$ cat src/rtl/pkt_tx_buf.sv
// Transmit packet buffer: byte-addressed stores build a packet image, which is
// then streamed out as little-endian 64-bit beats with keep/last.
module pkt_tx_buf #(
    parameter int PKT_BYTES  = 128,
    parameter int BEAT_BYTES = 8
) (
    input  logic        clk,
    input  logic        rst,
    input  logic        wr_en,
    input  logic [63:0] wr_off,
    input  logic [1:0]  wr_size,
    input  logic [63:0] wr_data,
    output logic        wr_err,
    input  logic        tx_start,
    input  logic [7:0]  tx_len,
    output logic [63:0] tx_data,
    output logic [7:0]  tx_keep,
    output logic        tx_valid,
    input  logic        tx_ready,
    output logic        tx_last,
    output logic        busy,
    output logic        tx_done
);
    localparam int NBEATS = PKT_BYTES / BEAT_BYTES;
    localparam int IW = (NBEATS > 1) ? $clog2(NBEATS) : 1;
    localparam logic [7:0] MAX_LEN = 8'(PKT_BYTES);

    typedef enum logic {IDLE, SEND} state_t;

    state_t          state_reg, state_next;
    logic [IW-1:0]   idx_reg, idx_next;
    logic [7:0]      len_reg, len_next;
    logic            done_reg, done_next;
    logic            err_reg;

    logic [PKT_BYTES*8-1:0] img;
    logic [3:0]      wr_n;
    logic            wr_ok;
    logic [7:0]      start_len;
    logic            is_last;
    logic [7:0]      last_keep;

    always_comb begin
        case (wr_size)
            2'd0:    wr_n = 4'd1;
            2'd1:    wr_n = 4'd2;
            2'd2:    wr_n = 4'd4;
            default: wr_n = 4'd8;
        endcase
    end

    // Range test rearranged as off <= SIZE - n so the 64-bit sum can never wrap.
    assign wr_ok = wr_en && (state_reg == IDLE) &&
                   (wr_off <= (64'(PKT_BYTES) - {60'd0, wr_n}));

    assign start_len = (tx_len > MAX_LEN) ? MAX_LEN : tx_len;
    assign is_last   = (idx_reg == IW'((len_reg - 8'd1) >> 3));
    assign last_keep = (len_reg[2:0] == 3'd0) ? 8'hFF : ~(8'hFF << len_reg[2:0]);

    // One register per packet byte; rel is this byte's position inside the store.
    genvar gi;
    generate
        for (gi = 0; gi < PKT_BYTES; gi++) begin : g_byte
            logic [7:0] byte_reg;
            logic [7:0] rel;
            logic       hit;
            assign rel = 8'(gi) - wr_off[7:0];
            assign hit = wr_ok && (rel < {4'd0, wr_n});
            always_ff @(posedge clk) begin
                if (rst)
                    byte_reg <= 8'd0;
                else if (hit)
                    byte_reg <= wr_data[{rel[2:0], 3'b000} +: 8];
            end
            assign img[gi*8 +: 8] = byte_reg;
        end
    endgenerate

    always_ff @(posedge clk) begin
        if (rst) begin
            state_reg <= IDLE;
            idx_reg   <= '0;
            len_reg   <= 8'd0;
            done_reg  <= 1'b0;
            err_reg   <= 1'b0;
        end else begin
            state_reg <= state_next;
            idx_reg   <= idx_next;
            len_reg   <= len_next;
            done_reg  <= done_next;
            err_reg   <= wr_en && !wr_ok;
        end
    end

    always_comb begin
        state_next = state_reg;
        idx_next   = idx_reg;
        len_next   = len_reg;
        done_next  = 1'b0;
        case (state_reg)
            IDLE: begin
                if (tx_start) begin
                    len_next = start_len;
                    idx_next = '0;
                    if (start_len == 8'd0)
                        done_next = 1'b1;
                    else
                        state_next = SEND;
                end
            end
            default: begin
                if (tx_ready) begin
                    if (is_last) begin
                        state_next = IDLE;
                        done_next  = 1'b1;
                    end else begin
                        idx_next = idx_reg + 1'b1;
                    end
                end
            end
        endcase
    end

    // Memory is frozen during SEND, so the beat mux depends only on registers.
    always_comb begin
        tx_valid = 1'b0;
        busy     = 1'b0;
        tx_last  = 1'b0;
        tx_keep  = 8'h00;
        tx_data  = 64'd0;
        if (state_reg == SEND) begin
            tx_valid = 1'b1;
            busy     = 1'b1;
            tx_last  = is_last;
            tx_keep  = is_last ? last_keep : 8'hFF;
            tx_data  = img[{idx_reg, 6'b000000} +: 64];
        end
    end

    assign tx_done = done_reg;
    assign wr_err  = err_reg;
endmodule

$ cat config.mk
export PLATFORM = sky130hd
export DESIGN_NAME = pkt_tx_buf
export DESIGN_NICKNAME = d
export VERILOG_FILES = /design/src/rtl/pkt_tx_buf.sv
export SDC_FILE = /design/constraint.sdc
export NUM_CORES = 2
export LEC_CHECK = 0
export CAP_MARGIN = 20
export CORE_ASPECT_RATIO = 1.75
export CORE_MARGIN = 8
export CORE_UTILIZATION = 55
export DETAILED_ROUTE_END_ITERATION = 8
export DONT_BUFFER_PORTS = 1
export PLACE_DENSITY_LB_ADDON = 0.12
export SLEW_MARGIN = 10
export SYNTH_ARGS = -nofsm -noshare
export SYNTH_HDL_FRONTEND = slang
export SYNTH_SLANG_ARGS = --single-unit
$ cat constraint.sdc
create_clock -name clk -period 11.8 [get_ports clk]
set_input_delay 1.77 -clock clk [delete_from_list [all_inputs] [get_ports clk]]
set_output_delay 1.77 -clock clk [all_outputs]
set_load 0.02 [all_outputs]
* Word level (Yosys, flattened, before mapping) *
Cells that the tools add are included.

operators by class
  $mul = 0
  eq/ne operators = 5
  divide/modulo/power cells = 0
  bitwise logic cells = 2
  reductions and logical operators = 138
  mux-type cells = 22
  magnitude comparators = 130
  shifts and indexed selects = 130
  add/sub/neg operators = 131

operators with widths
  kind                   count
  $shiftx A64 B7 Y8      128
  $lt A8 B4 Y1           128
  $shiftx A1024 B11 Y64  1
  $sub A7 B8 Y8 const A  64
  $sub A6 B8 Y8 const A  32
  $logic_and A1 B1 Y1    131
  $sub A5 B8 Y8 const A  16
  $le A64 B64 Y1         1
  $mux W64               1
  $sub A4 B8 Y8 const A  8
  $mux W8                4
  $sub A3 B8 Y8 const A  4
  $mux W4                4
  $sub A1 B8 Y8 const A  2
  $sub A2 B8 Y8 const A  2
  $mux W1                12
  $pmux W4 S3            1
  $sub A8 B4 Y9 const A  1
  $gt A8 B8 Y1 const B   1
  $logic_not A8 Y1       1
  $not A8 Y8             1
  $shl A8 B3 Y8 const A  1
  $sub A7 B1 Y7 const B  1
  $add A4 B1 Y4 const B  1
  11 further kinds       12

storage, ports and cells
  output and inout bits = 77
  bits in read-only memories = 0
  bits in registers = 1038
  memories = 0
  latch bits = 0
  logic and storage cells = 691
  memory bits (writable) = 0
  input port bits = 143

* Logic depth before layout (Yosys ltp) *
  depth after elaboration = 7
  depth in mapped cells = 16
  mapped depth without buffers = 12

* Least setup slack after synthesis *
OpenSTA, ideal clock, no wires.

  path type = input port to flip-flop
  start point = input wr_off[1]
  end point = register g_byte[18].byte_reg[0]
  cell stages on the path = 16
  buffers on the path = 6
  required time = 11.663 ns
  setup time = 0.137 ns
  path slack = 5.610 ns
  arrival = 6.053 ns
  cells stage by stage = buf_2 buf_1 inv_1 ha_1 clkbuf_1 buf_1 clkbuf_1 inv_1 ha_1 o311ai_0 and2_1 a31oi_1 nor3b_1 or4b_2 clkbuf_1 mux2i_1

between the ends
  word-level cells in the longest chain between the ends = 3
  elaborated cells on any way between the ends = 6
  classes of those cells = add/sub (1); order compare (2); shift (1); reduce/logical (2)

RTL lines
  element                                                RTL line  RTL
  from (decl)                                            10        input logic [63:0] wr_off,
  branches (longest 3 deep; another with $sub A5 B8 Y8)  n/a
  to (signal assigned)                                   73        byte_reg <= wr_data[{rel[2:0], 3'b000} +: 8];
  to (decl)                                              64        logic [7:0] byte_reg;

Parallel ways; which one is timed is not known.
A chain may end at the register's enable or synchronous reset.

* Worst setup path after layout *
  start point = register idx_reg[0]
  end point = output tx_data[9]

between the ends
  word-level cells in the longest chain between the ends = 2

RTL lines
  element                 RTL line  RTL
  from (decl)             31        logic [IW-1:0] idx_reg, idx_next;
  from (signal assigned)  88        idx_reg <= idx_next;
  $shiftx A1024 B11 Y64   136       tx_data = img[{idx_reg, 6'b000000} +: 64];
  $mux W64                131       if (state_reg == SEND) begin
  to (decl)               16        output logic [63:0] tx_data,

No other way between the ends.

==> results by group <==
STA
  • FMAX: between 0.15 and 0.2 GHz
  • Clock skew: 0.0131 ns
  • Tcrit/Tclk final: a little over half
  • Worst-Margin Slew: 2.07 ns
  • Setup TNS: 0 ns
  • Final Critical Period: 6.30 ns
  • Final Setup Violations: 0
  • Final hold violations: 0
  • Slew headroom: -37.7%
  • WHS: 0.468 ns
  • RSZ-0062 raised after global routing: false
  • Pins over their slew limit: 579

Drt
  • Post-route ant nets: 0
  • DR top layer: met5
  • Routed length on met2: 86.1 mm
  • Met3 wire len: 10.6 mm
  • DRC viols: 0
  • Initial detailed-routing violation count: 3956
  • Pre-antenna DRT Iters: 6
  • Drt total wl: 173 mm
  • Via density: 6.33
  • Met1 Wirelength: between 60 and 70 mm
  • Routed via count: ~42000
  • WL per Instance: between 20 and 30 um

Yosys
  • Mapped Area: about 0.057 mm2
  • Largest family of logic cells by synthesized area: multiplexers
  • Sequential area share after synthesis: 36.3%
  • Synth Area in Compound Gates: between 6 and 7%
  • Post-Synthesis Cells: 5494
  • Simple-Gate Fraction of Synth Area: 18.4%
  • Mux cell area share after synthesis: between 30% and 40%
  • Avg Cell Area, Syn: 10.4 um2
  • Post-Synth XOR/XNOR Area: approximately 3.3%
  • Async set-reset flop share out of synthesis: 0%
  • Adder-cell share of the synthesized area: around 1.2%
  • Post-synth EDFFs: 0
  • Share of the synthesized area in the top cell type: 36.3%
  • Yosys cell types: 77
  • Predominant post-synthesis flop cell: dfxtp_1
  • #FFs+latches synth: between 1000 and 1500
  • Synth area leaders: dfxtp_1 (36%), mux2i_1 (16%), mux4_2 (15%), nand2b_1 (9.9%), xnor2_1 (3.2%)
  • Library cell with the largest summed area after synthesis: dfxtp_1
  • Synth warn: 0

Layout
  • Synth-to-layout area growth: 6.67%
  • NumNets Final: 5365
  • # fillers: 8751
  • Max reg flops: 1024
  • Finished Layout Cells: about 6600
  • Layout cell share with drive strength beyond 1: 13.3%

Die
  • Num rows: approximately 160
  • Die Wd: around 260 um
  • Core Box Area: 0.103 mm2
  • I/O pins: between 200 and 250
  • Die height: 442 um
  • Die ar.: 0.115 mm2
  • Initial core utilization: 55.4%

GRT
  • Total GRT Usage: 29.4%
  • Initial antenna violation count: 4
  • GRT overflow: 0
  • First-pass GRT wire length: 262 mm
  • Number of global-route vias before repair: 41922
  • Largest net degree at the start of global routing: between 1000 and 1500

Clock network
  • CTS tree: done
  • PostCTS Resize Cnt: 0
  • Root buffer cell: clkbuf_16
  • CTS buffer count: 96
  • CTS Hold Bufs: 0
  • Setup bufs post-CTS: 0
  • Maximum clock insertion buffer count: 3
  • Clock Sinks: between 1000 and 1500
  • Clock Latency Late Sink: just over 0.7 ns
  • H-tree lvl count: 3
  • Clock Pin Slew Worst Setup and Hold Paths: 0.07 ns

Critical path
  • Crit path kind: reg2out
  • Worst Setup End Kind: output pin
  • CP Launch Type: flop
  • R2R setup slack: 7.37 ns
  • Crit path DAT: approximately 4.5 ns
  • WP data required: 10.03 ns
  • CP Max Fanout: 112

Power and ir drop
  • Leakage: 21.8 nW
  • Final Total Pwr: 7.57 mW
  • Power density cells: 124 mW/mm2
  • Peak VDD IR: 0.132 mV

Job
  • Max_cap viols: 0

Outcome
  • Failing checks: slew limit
  • Outcome: complete, but fails checks

Place
  • Placer Congestion: 1.00
  • Placed Cells: around 6400
  • Buffers added on ports: 0
  • Hpwl dp: between 100 and 150 mm

Hold path
  • Hold Crit Class: reg2reg
## synthesized netlist by cell type, types with 56 or more instances
| library cell | count |
|---|---|
| clkbuf_1 | 383 |
| nor2_1 | 82 |
| nand3_1 | 176 |
| a21oi_1 | 223 |
| mux2i_1 | 894 |
| buf_1 | 63 |
| a21o_1 | 58 |
| mux4_2 | 384 |
| dfxtp_1 | 1038 |
| and2_1 | 77 |
| nand2_1 | 246 |
| o21ai_0 | 185 |
| xnor2_1 | 207 |
| ha_1 | 56 |
| nand2b_1 | 906 |
## cells by family (layout without fill, tap and decap cells)
group,count (synthesis),after routing
muxes,1287,1287
other,2,10
buffers and inverters,522,268
xor gates and xnor gates,214,214
adders and majority gates,57,57
and+or+nand+nor,1767,1767
DFF,1038,1038
AOI/OAI and AO/OA,607,607
## layout by cell type, fill, tap and decap left out, types with 18 or more instances in the layout
master        n
nand2b_1    906
mux4_2      384
nor4_1       40
a31oi_1      24
nand2_1     246
nand3_1     176
nand4_1      33
a21oi_1     223
inv_1        24
clkbuf_8     18
ha_1         55
a21o_1       58
buf_4        60
dfxtp_1    1033
nor2_1       82
mux2i_1     894
o211ai_1     18
xnor2_1     207
and2_1       77
clkbuf_16    98
o21ai_0     183
nor3_1       28
nor4_4       21
nor2b_1      22
## layer usage
layer,track usage (%),up-vias
li1,-,18986
met1,34.6,20818
met2,50.3,1475
met3,4.95,436
met4,16.7,2
met5,0,-
## path summary, 6_finish.rpt
path / cells past startpoint / to / start
hold / removal: 2 / g_byte[118].byte_reg[3] / g_byte[118].byte_reg[3]
setup reg to reg: 8 / g_byte[102].byte_reg[0] / state_reg
hold reg to reg: 2 / g_byte[118].byte_reg[3] / g_byte[118].byte_reg[3]
setup / recovery: 5 / tx_data[9] / idx_reg[0]
## layout make-up
type	instances	area, um2	share of cell area, %
multi-input combinational	3935	34600	56.7
sequential	1038	20800	34.1
clock buffer	131	2760	4.52
tap	1343	1680	2.76
clock inverter	42	518	0.849
timing repair buffer	64	515	0.845
inverter	31	116	0.191
antenna	7	17.5	0.0287
## metrics by stage
stage	utilization [%]	setup slack, ns	area [um2]
6_report	59.1	5.50	61000
5_1_grt	59.0	5.18	61000
4_1_cts	59.0	5.33	61000
3_5_place_dp	55.9	5.75	57700
3_3_place_gp	55.8	5.78	57700
2_1_floorplan	-	5.61	57200
## report_power, final
part,internal (mW),switching [mW],total (mW),leakage (nW)
combinational,0.285,0.503,0.787,11.8
sequential,3.50,0.00839,3.51,8.36
clock,1.84,1.43,3.27,1.60
## worst max-delay path: stages (launching register included)
cell and delay [ns]:
dfxtp_4 0.79, buf_4 0.68, buf_12 0.67, mux4_2 0.62
mux4_2 0.54, and2_1 0.26
No activity file was read; power rests on OpenSTA's default activity.
